File: config.mk
export PLATFORM = sky130hd
export DESIGN_NAME = instr_fetch_unit
export DESIGN_NICKNAME = d
export VERILOG_FILES = /design/src/rtl/instr_fetch_unit.sv
export SDC_FILE = /design/constraint.sdc
export NUM_CORES = 1
export LEC_CHECK = 0
export CELL_PAD_IN_SITES_DETAIL_PLACEMENT = 1
export CELL_PAD_IN_SITES_GLOBAL_PLACEMENT = 2
export CORE_UTILIZATION = 23
export CTS_BUF_LIST = sky130_fd_sc_hd__clkbuf_4 sky130_fd_sc_hd__clkbuf_8
export CTS_CLUSTER_SIZE = 25
export DETAILED_ROUTE_END_ITERATION = 10
export GPL_TIMING_DRIVEN = 0
export MAX_ROUTING_LAYER = met4
export PLACE_DENSITY_LB_ADDON = 0.1
export SYNTH_ARGS = -nofsm -noshare
export SYNTH_HDL_FRONTEND = slang
export SYNTH_SLANG_ARGS = --single-unit
export TNS_END_PERCENT = 100
File: constraint.sdc
create_clock -name clk -period 5 [get_ports clk]
set_clock_uncertainty 0.2 [all_clocks]
set_input_delay 0.5 -clock clk [delete_from_list [all_inputs] [get_ports clk]]
set_output_delay 0.5 -clock clk [all_outputs]
set_load 0.005 [all_outputs]
File: src/rtl/instr_fetch_unit.sv
// rtl/instr_fetch_unit.sv - RV64I fetch stage: request/grant/response imem bus, one-cycle delivery, sticky faults
module instr_fetch_unit #(
    parameter int unsigned TIMEOUT_CYCLES = 255
) (
    input  logic        clk,
    input  logic        reset,
    input  logic [63:0] pc_current,
    input  logic        core_halted,
    output logic        imem_req,
    output logic [63:0] imem_addr,
    input  logic        imem_gnt,
    input  logic        imem_rvalid,
    input  logic [31:0] imem_rdata,
    input  logic        imem_err,
    output logic [31:0] instr,
    output logic [63:0] instr_pc,
    output logic        instr_valid,
    output logic        fetch_stall,
    output logic        fault,
    output logic [1:0]  fault_cause,
    output logic [31:0] fetch_count
);

    typedef enum logic [2:0] {
        S_IDLE,
        S_REQ,
        S_WAIT,
        S_DELIVER,
        S_FAULT
    } state_t;

    localparam logic [1:0]  CAUSE_MISALIGNED = 2'd1;
    localparam logic [1:0]  CAUSE_BUS_ERR    = 2'd2;
    localparam logic [1:0]  CAUSE_TIMEOUT    = 2'd3;
    localparam logic [15:0] TCNT_LAST        = 16'(TIMEOUT_CYCLES - 1);

    state_t      state;
    logic [15:0] tcnt;
    logic        aligned;
    logic        timeout;

    assign aligned = (pc_current[1:0] == 2'b00);
    // tcnt holds the number of REQ/WAIT cycles already completed, so this
    // flags the TIMEOUT_CYCLES-th cycle while it is still in progress.
    assign timeout = (tcnt == TCNT_LAST);

    assign imem_req    = (state == S_REQ) && aligned;
    assign imem_addr   = (state == S_REQ) ? pc_current : 64'd0;
    assign instr_valid = (state == S_DELIVER);
    assign fetch_stall = (state != S_DELIVER);
    assign fault       = (state == S_FAULT);

    always_ff @(posedge clk or posedge reset) begin
        if (reset) begin
            state       <= S_IDLE;
            tcnt        <= 16'd0;
            instr       <= 32'd0;
            instr_pc    <= 64'd0;
            fault_cause <= 2'd0;
            fetch_count <= 32'd0;
        end else begin
            case (state)
                S_IDLE: begin
                    if (!core_halted) begin
                        state <= S_REQ;
                        tcnt  <= 16'd0;
                    end
                end
                S_REQ: begin
                    // pc_current is held by the stall, so every REQ cycle sees the same value
                    instr_pc <= pc_current;
                    if (!aligned) begin
                        state       <= S_FAULT;
                        fault_cause <= CAUSE_MISALIGNED;
                    end else if (timeout) begin
                        state       <= S_FAULT;
                        fault_cause <= CAUSE_TIMEOUT;
                    end else begin
                        tcnt <= tcnt + 16'd1;
                        if (imem_gnt) begin
                            state <= S_WAIT;
                        end
                    end
                end
                S_WAIT: begin
                    if (imem_rvalid && !imem_err) begin
                        instr       <= imem_rdata;
                        fetch_count <= fetch_count + 32'd1;
                        state       <= S_DELIVER;
                    end else if (imem_rvalid) begin
                        state       <= S_FAULT;
                        fault_cause <= CAUSE_BUS_ERR;
                    end else if (timeout) begin
                        state       <= S_FAULT;
                        fault_cause <= CAUSE_TIMEOUT;
                    end else begin
                        tcnt <= tcnt + 16'd1;
                    end
                end
                S_DELIVER: begin
                    if (!core_halted) begin
                        state <= S_REQ;
                        tcnt  <= 16'd0;
                    end else begin
                        state <= S_IDLE;
                    end
                end
                S_FAULT: begin
                    state <= S_FAULT;
                end
                default: begin
                    state <= S_IDLE;
                end
            endcase
        end
    end

endmodule

Yosys cells after proc, flatten, opt, wreduce, memory -nomap -nowiden
Index checks and enable logic that the tools add are counted.
- register bits after elaboration: 149
- output and inout port bits: 198
- word-level logic and storage cells: 54
- eq/ne operators: 13
- muxes and demuxes: 21
- add/sub/neg operators: 2
- reductions and logical operators: 12
- operators by type and width (operator ; count):
    $mux W16 ; 5
    $mux W64 ; 1
    $pmux W16 S3 ; 1
    $add A32 B1 Y32 const B ; 1
    $mux W3 ; 7
    $add A16 B1 Y16 const B ; 1
    $eq A16 B8 Y1 const B ; 1
    $pmux W3 S5 ; 1
    $ne A2 B2 Y1 const B ; 5
    $mux W2 ; 4
    $ne A4 B4 Y1 const B ; 2
    $eq A3 B2 Y1 const B ; 2
    $reduce_and A5 Y1 ; 1
    $pmux W2 S2 ; 1
    $reduce_and A2 Y1 ; 2
    $eq A3 B1 Y1 const B ; 1
    $eq A3 B3 Y1 const B ; 1
    $logic_not A3 Y1 ; 1
    $ne A3 B2 Y1 const B ; 1
    $reduce_and A3 Y1 ; 1
    $reduce_bool A3 Y1 ; 1
    $logic_and A1 B1 Y1 ; 2
    $logic_not A2 Y1 ; 1
    $reduce_bool A2 Y1 ; 1
    3 further kinds ; 3

Logic depth before layout (Yosys ltp)
Gate-level depths: netlist of the first run.
- word-level depth: 5
- gate-level depth with buffers: 8
- gate-level depth less buffers: 7

Worst setup path after synthesis of the first run
No wires, ideal clock.
- path type: register -> output
- from: reg state[1]
- to: out imem_addr[0]
- data required time: 4.300 ns
- stages on the path, launching flop included: 6
- arrival time: 1.405 ns
- setup slack: 2.895 ns
- path through: dfrtp_1 > buf_4 > nor2b_1 > clkbuf_1 > clkbuf_1 > and3_1
- word-level cells in the longest chain between the ends: 2
- RTL lines (item ; RTL line ; RTL):
    start, declared ; 37 ; state_t state;
    start signal, assigned ; 55 ; state <= S_IDLE;
    start signal, assigned ; 65 ; state <= S_REQ;
    start signal, assigned ; 73 ; state <= S_FAULT;
    $eq A3 B1 Y1 ; 48 ; assign imem_addr = (state == S_REQ) ? pc_current : 64'd0;
    $mux W64 ; 48 ;
    end, declared ; 10 ; output logic [63:0] imem_addr,
Every way passes these cells.

Worst setup path after layout of the first run
- from: reg state[1]
- to: out imem_addr[12]
The elaborated chain is that of the path after synthesis.

==> results_dict.tcl, run 1 <==
set metrics [dict create \
    cts_tree "built" \
    hold_violations 0 \
    path_cells "buf_4, nor2b_1, clkbuf_1, clkbuf_1, and3_1, clkdlybuf4s50_1" \
    cts_resized 0 \
    ys_ff_latch 149 \
    max_stage_delay_ns 0.61 \
    ant_nets 0 \
    peakVddDrop_mv 0.186 \
    gr-usage-met1 0.199 \
    drt_pass1_iterations 4 \
    ys.flop_type "dfrtp_1" \
    p_per_area_nw_per_um2 472 \
    ys.warnings.count 0 \
    fin_crit_ns 3.81 \
    worst_slack_ns 1.19 \
    drive_gt1_frac 0.0917 \
    ys_async_sr_fraction 1.00 \
    cp-start-kind "flip-flop" \
    cts.sinks 149 \
    vias 5734 \
    cp_common_cell "clkbuf_1" \
    worstSkewPairLatency_ns 0.45 \
    wl_mm 24.3 \
    stdcell_count 1261 \
    synth_cell_types 47 \
    pre_cts_ws_ns 1.63 \
    grt-busiest-layer "met2" \
    multi_input_area_um2 2600 \
    avgSynthCellArea_um2 11.8 \
    area.sequential_um2 3730 \
    cts-buffers-inserted 17 \
    post_dp_cell_area_um2 10000 \
    die_w_um 170 \
    postCtsHoldBufs 0 \
    finalPower_mw 4.90 \
    drv_cap 0 \
    outcome "finished, final reports clean" \
    period_share 0.763 \
    synth-edff-count 0 \
    slew_headroom 0.485 \
    path_delay_family "buffers and inverters" \
    grt-ovfl-total 0 \
    drt_iter0_markers 220 \
    ios 300 \
    first_global_vias 6571 \
    synth_fp_nets 656 \
    final_max_slew_viol_count 0 \
    syn_to_final_growth_pct 59.5 \
    die_height_um 170 \
    final_nets 975 \
    met2_usage 0.299 \
    dp_hpwl_mm 18.3 \
    start_util 0.234 \
    ys_seq_area_frac 0.573 \
    core_um2 27800 \
    n_fill_cell 3107 \
    rows 61 \
    track_usage 0.179 \
    setup_viol 0 \
    fmax_ghz 0.262 \
    slowest_stage "clkdlybuf4s50_1" \
    postCtsSetupRepairBufs 0 \
    cts_htree_levels 4 \
    design.die.area_um2 29000 \
    cts_root_buf "clkbuf_8" \
    power.leakage_nw 4.92 \
    cp-end-kind "output pin" \
    critical_path_class "reg2out" \
    syn_inst 551 \
    cp.buffers_inverters 4 \
    grt_pass1_wl_mm 38.0 \
    worstMarginPinSlew_ns 0.772 \
    cts.clk_slew.worst_paths_ns 0.10 \
    grt_max_degree 118 \
    wl_per_cell_um 19.3 \
    placed_cells 1229 \
    final_area_um2 10400 \
    viasPerCell 4.55 \
    cp_max_fo 10 \
    diodes 0 \
    required_ns 4.30 \
    most-common-layout-cells "clkdlybuf4s50_1 (299), dfrtp_1 (149), and3_1 (70), a21o_1 (66), mux2_2 (33)" \
    final_common_cell "clkdlybuf4s50_1" \
    antenna_found_initial 0 \
    routabilityCongestion 0.771 \
    hp-class "in2async" \
    synth.cell_area_um2 6510 \
    clockBufferDepth 2 \
    rsz0062_at_grt "false" \
    port_buffers 299 \
    cp.arrival_ns 3.11 \
    route.detailed.drc 0 \
    met3_usage 0.0705 \
]
==> layout make-up <==
cell class                 instances  area share
tap                              378      0.0455
timing repair buffer             300       0.291
inverter                          10     0.00434
multi-input combinational        360       0.251
clock buffer                      19      0.0252
sequential                       149       0.359
buffer                            32      0.0136
clock inverter                    13      0.0108
==> final timing paths <==
kind	startpoint	to	slack (ns)	depth (start not counted)
worst max register to register	state[1]	instr_pc[60]	2.59	6
min in group clk	fetch_count[31]	fetch_count[31]	0.27	1
worst min register to register	fetch_count[31]	fetch_count[31]	0.27	1
max in group asynchronous	reset	instr_pc[62]	3.46	3
worst max-delay path	state[1]	imem_addr[12]	1.19	6
worst min-delay path	reset	fetch_count[29]	0.20	2
==> routing by layer <==
| layer | wire [um] | vias to the layer above |
|---|---|---|
| met4 | 310 | 0 |
| met1 | 9650 | 2923 |
| met2 | 12400 | 169 |
| met3 | 1980 | 18 |
| li1 | - | 2624 |
| met5 | 0 | - |
==> through the flow <==
stage | hold slack (ns) | setup TNS (ns) | util
floorplan | 0.238 | 0 | -
global placement | 0.258 | -319.09 | 0.359
detailed placement | 0.264 | 0 | 0.360
CTS | 0.181 | 0 | 0.374
global route | 0.191 | 0 | 0.374
finish | 0.196 | 0 | 0.374
==> synth_stat cells (3+ instances only) <==
cell type  count  area, um2
and3_1        70        438
xor2_1         6       52.6
a31oi_1        4       25.0
nand2_1       15       56.3
o41ai_1        4       35.0
and2_1         3       18.8
nor3_1         3       15.0
nand2b_1       5       31.3
nor2_1        14       52.6
nor4_1         3       18.8
and4_1         9       78.8
nand4_1       10       62.6
mux2_2        33        372
inv_1         10       37.5
o21a_1         3       22.5
clkbuf_1      24       90.1
o21ai_0       19       95.1
a21oi_1        8       40.0
nand3_1       18       90.1
ha_1           3       37.5
xnor2_1       25        219
buf_2          5       25.0
o31ai_1       10       75.1
nor2b_1        4       25.0
a21o_1        66        495
dfrtp_1      149       3730
==> state kept, by name, summed over array words and instances (netlist names) <==
signal       flops
instr_pc        64
fetch_count     32
state            3
fault_cause      2
tcnt            16
instr           32
==> cell families after synthesis <==
family	share of synthesized area
simple gates	0.159
flops	0.573
compound gates	0.135
buf+inv	0.0275
mux	0.0586
xor+xnor	0.0417
fa+ha+maj	0.00577
==> power by group <==
part / total, mW / internal, mW / switching (mW)
sequential: 1.81 / 1.58 / 0.227
clock: 0.918 / 0.384 / 0.534
combinational: 2.17 / 1.26 / 0.909
Note: power is estimated with default switching activity, not from simulation.
==> run 2: changes to the inputs <==
clock period = 3.15 ns   (was 5 ns; I/O delays follow)
==> run 2 against run 1 <==
  * Utilization is 0.53 points higher
  * Sequential power is 59% higher
  * Worst hold slack better by 0.065 ns
  * Final cell count is 0.40% higher
  * Combinational power is 61% higher
  * Worst setup slack worse by 1.0 ns
  * Routed wire length is 1.4% higher
  * Register-to-register slack worse by 1.9 ns
  * Highest routed layer unchanged
==> results_dict.tcl, run 2 (synthesized netlist as in run 1, its figures left out) <==
set metrics [dict create \
    outcome "finished, final reports clean" \
    power.leakage_nw 5.02 \
    die_w_um 170 \
    peakVddDrop_mv 0.281 \
    rows 61 \
    ios 300 \
    post_dp_cell_area_um2 10100 \
    cts_tree "built" \
    cts_root_buf "clkbuf_8" \
    first_global_vias 6380 \
    hold_path_end "instr[10]" \
    reg2regPathDepth 6 \
    fmax_ghz 0.336 \
    cp.buffers_inverters 4 \
    wl_mm 24.6 \
    worstMarginPinSlew_ns 0.785 \
    final_area_um2 10500 \
    path_delay_family "buffers and inverters" \
    syn_to_final_growth_pct 61.8 \
    wl_per_cell_um 19.5 \
    hp-class "in2reg" \
    track_usage 0.179 \
    grt_pass1_wl_mm 37.7 \
    max_stage_delay_ns 0.63 \
    postCtsSetupRepairBufs 0 \
    setup_viol 0 \
    worstHoldStart "imem_rdata[10]" \
    grt-ovfl-total 0 \
    slowest_stage "clkdlybuf4s50_1" \
    final_max_slew_viol_count 0 \
    drt_pass1_iterations 4 \
    cp-start-kind "flip-flop" \
    antenna_found_initial 0 \
    cp.arrival_ns 2.46 \
    rsz0062_at_grt "false" \
    cts_htree_levels 4 \
    core_um2 27800 \
    largest_register_ffs 64 \
    hold_violations 0 \
    grt_max_degree 35 \
    worstSkewPairLatency_ns 0.46 \
    port_buffers 299 \
    final_common_cell "clkdlybuf4s50_1" \
    ant_nets 0 \
    fin_crit_ns 2.98 \
    top_regs "instr_pc x64, fetch_count x32, instr x32" \
    most-common-layout-cells "clkdlybuf4s50_1 (299), dfrtp_1 (149), and3_1 (70), a21o_1 (66), mux2_2 (33)" \
    r2r_start "state[0]" \
    drv_cap 0 \
    required_ns 2.63 \
    cp_max_fo 10 \
    holdPathStages 2 \
    critical_path_class "reg2out" \
    cts-buffers-inserted 17 \
    design.die.area_um2 29000 \
    start_util 0.234 \
    clockBufferDepth 2 \
    cts.sinks 149 \
    slew_headroom 0.477 \
    cp-end-kind "output pin" \
    r2r-end "fetch_count[24]" \
    dp_hpwl_mm 19.2 \
    n_fill_cell 3039 \
    path_cells "buf_4, nor2b_4, clkbuf_8, clkbuf_2, and3_1, clkdlybuf4s50_1" \
    viasPerCell 4.50 \
    cts.clk_slew.worst_paths_ns 0.10 \
    final_util 0.379 \
    drive_gt1_frac 0.110 \
    drt_iter0_markers 240 \
    rrSetupSlack_ns 0.72 \
    p_per_area_nw_per_um2 752 \
    route.detailed.drc 0 \
    final_nets 980 \
    regMostFlops "instr_pc" \
    period_share 0.946 \
    die_height_um 170 \
    routabilityCongestion 0.765 \
    diodes 0 \
    vias 5702 \
]
-- run 2: cell types whose count changed in the layout (fill, tap and decap cells not counted), sizes merged --
cell | before | now
clkinvlp | 3 | 2
clkbuf | 43 | 42
clkinv | 4 | 3
buf | 9 | 14
inv | 16 | 17
bufinv | 0 | 1
dlygate4sd3 | 0 | 1
-- run 2: how the worst max path moves through the flow --
| stage | depth (start not counted) | end | start | slack (ns) |
|---|---|---|---|---|
| finish | 6 | imem_addr[10] | state[1] | 0.17 |
| detailed placement | 6 | imem_addr[10] | state[1] | -0.06 |
| global route | 5 | imem_addr[58] | state[2] | 0.00006 |
| CTS | 6 | imem_addr[10] | state[1] | 0.04 |
| floorplan | 1 | fault_cause[0] | reset | 0.76 |
| global placement | 2 | fetch_count[31] | reset | -0.68 |
-- run 2: stage by stage --
| step | total power, mW | setup TNS [ns] | instances | worst slack [ns] | hold WS (ns) |
|---|---|---|---|---|---|
| detailed placement | 6.41 | -0.175 | 1233 | -0.0580 | 0.264 |
| global placement | 6.32 | -98.55 | 1228 | -0.678 | 0.258 |
| floorplan | 4.14 | 0 | 551 | 0.760 | 0.238 |
| finish | 7.92 | 0 | 1266 | 0.172 | 0.260 |
| global route | 8.45 | 0 | 1266 | 0.0000568 | 0.214 |
| CTS | 8.07 | 0 | 1266 | 0.0376 | 0.222 |
-- run 2: where the power goes --
group	total (mW)	switching, mW	leakage, nW	internal, mW
sequential	2.88	0.363	1.96	2.52
combinational	3.49	1.44	2.86	2.05
clock	1.55	0.853	0.201	0.695
total	7.92	2.65	5.02	5.27
-- run 2: layout make-up --
class | count | area, um2 | share of cell area
sequential | 149 | 3730 | 0.354
timing repair buffer | 305 | 3110 | 0.295
multi-input combinational | 360 | 2610 | 0.248
tap | 378 | 473 | 0.0449
clock buffer | 19 | 262 | 0.0248
buffer | 32 | 170 | 0.0162
clock inverter | 13 | 136 | 0.0129
inverter | 10 | 41.3 | 0.00392
-- run 2: worst register-to-register path, delay by kind of cell (launching register included) --
family,cells,cell delay [ns]
AND/OR/NAND/NOR,4,1.38
flip-flops,1,0.42
buffers and inverters,1,0.19
XOR/XNOR,1,0.15
-- run 2: per-layer routing --
layer  GRT usage  wire length, um  vias up
li1            -                -     2638
met1       0.203            10000     2868
met2       0.297            12500      186
met3      0.0684             1930       10
met4      0.0400              229        0
met5           -                0        -
-- run 2: what timing repair did --
item | CTS | global route
hold buffers | 1 | 0
setup endpoints to repair | 64 | 25
endpoints found under the hold margin | 13 | 0
gates resized for setup | 14 | 8
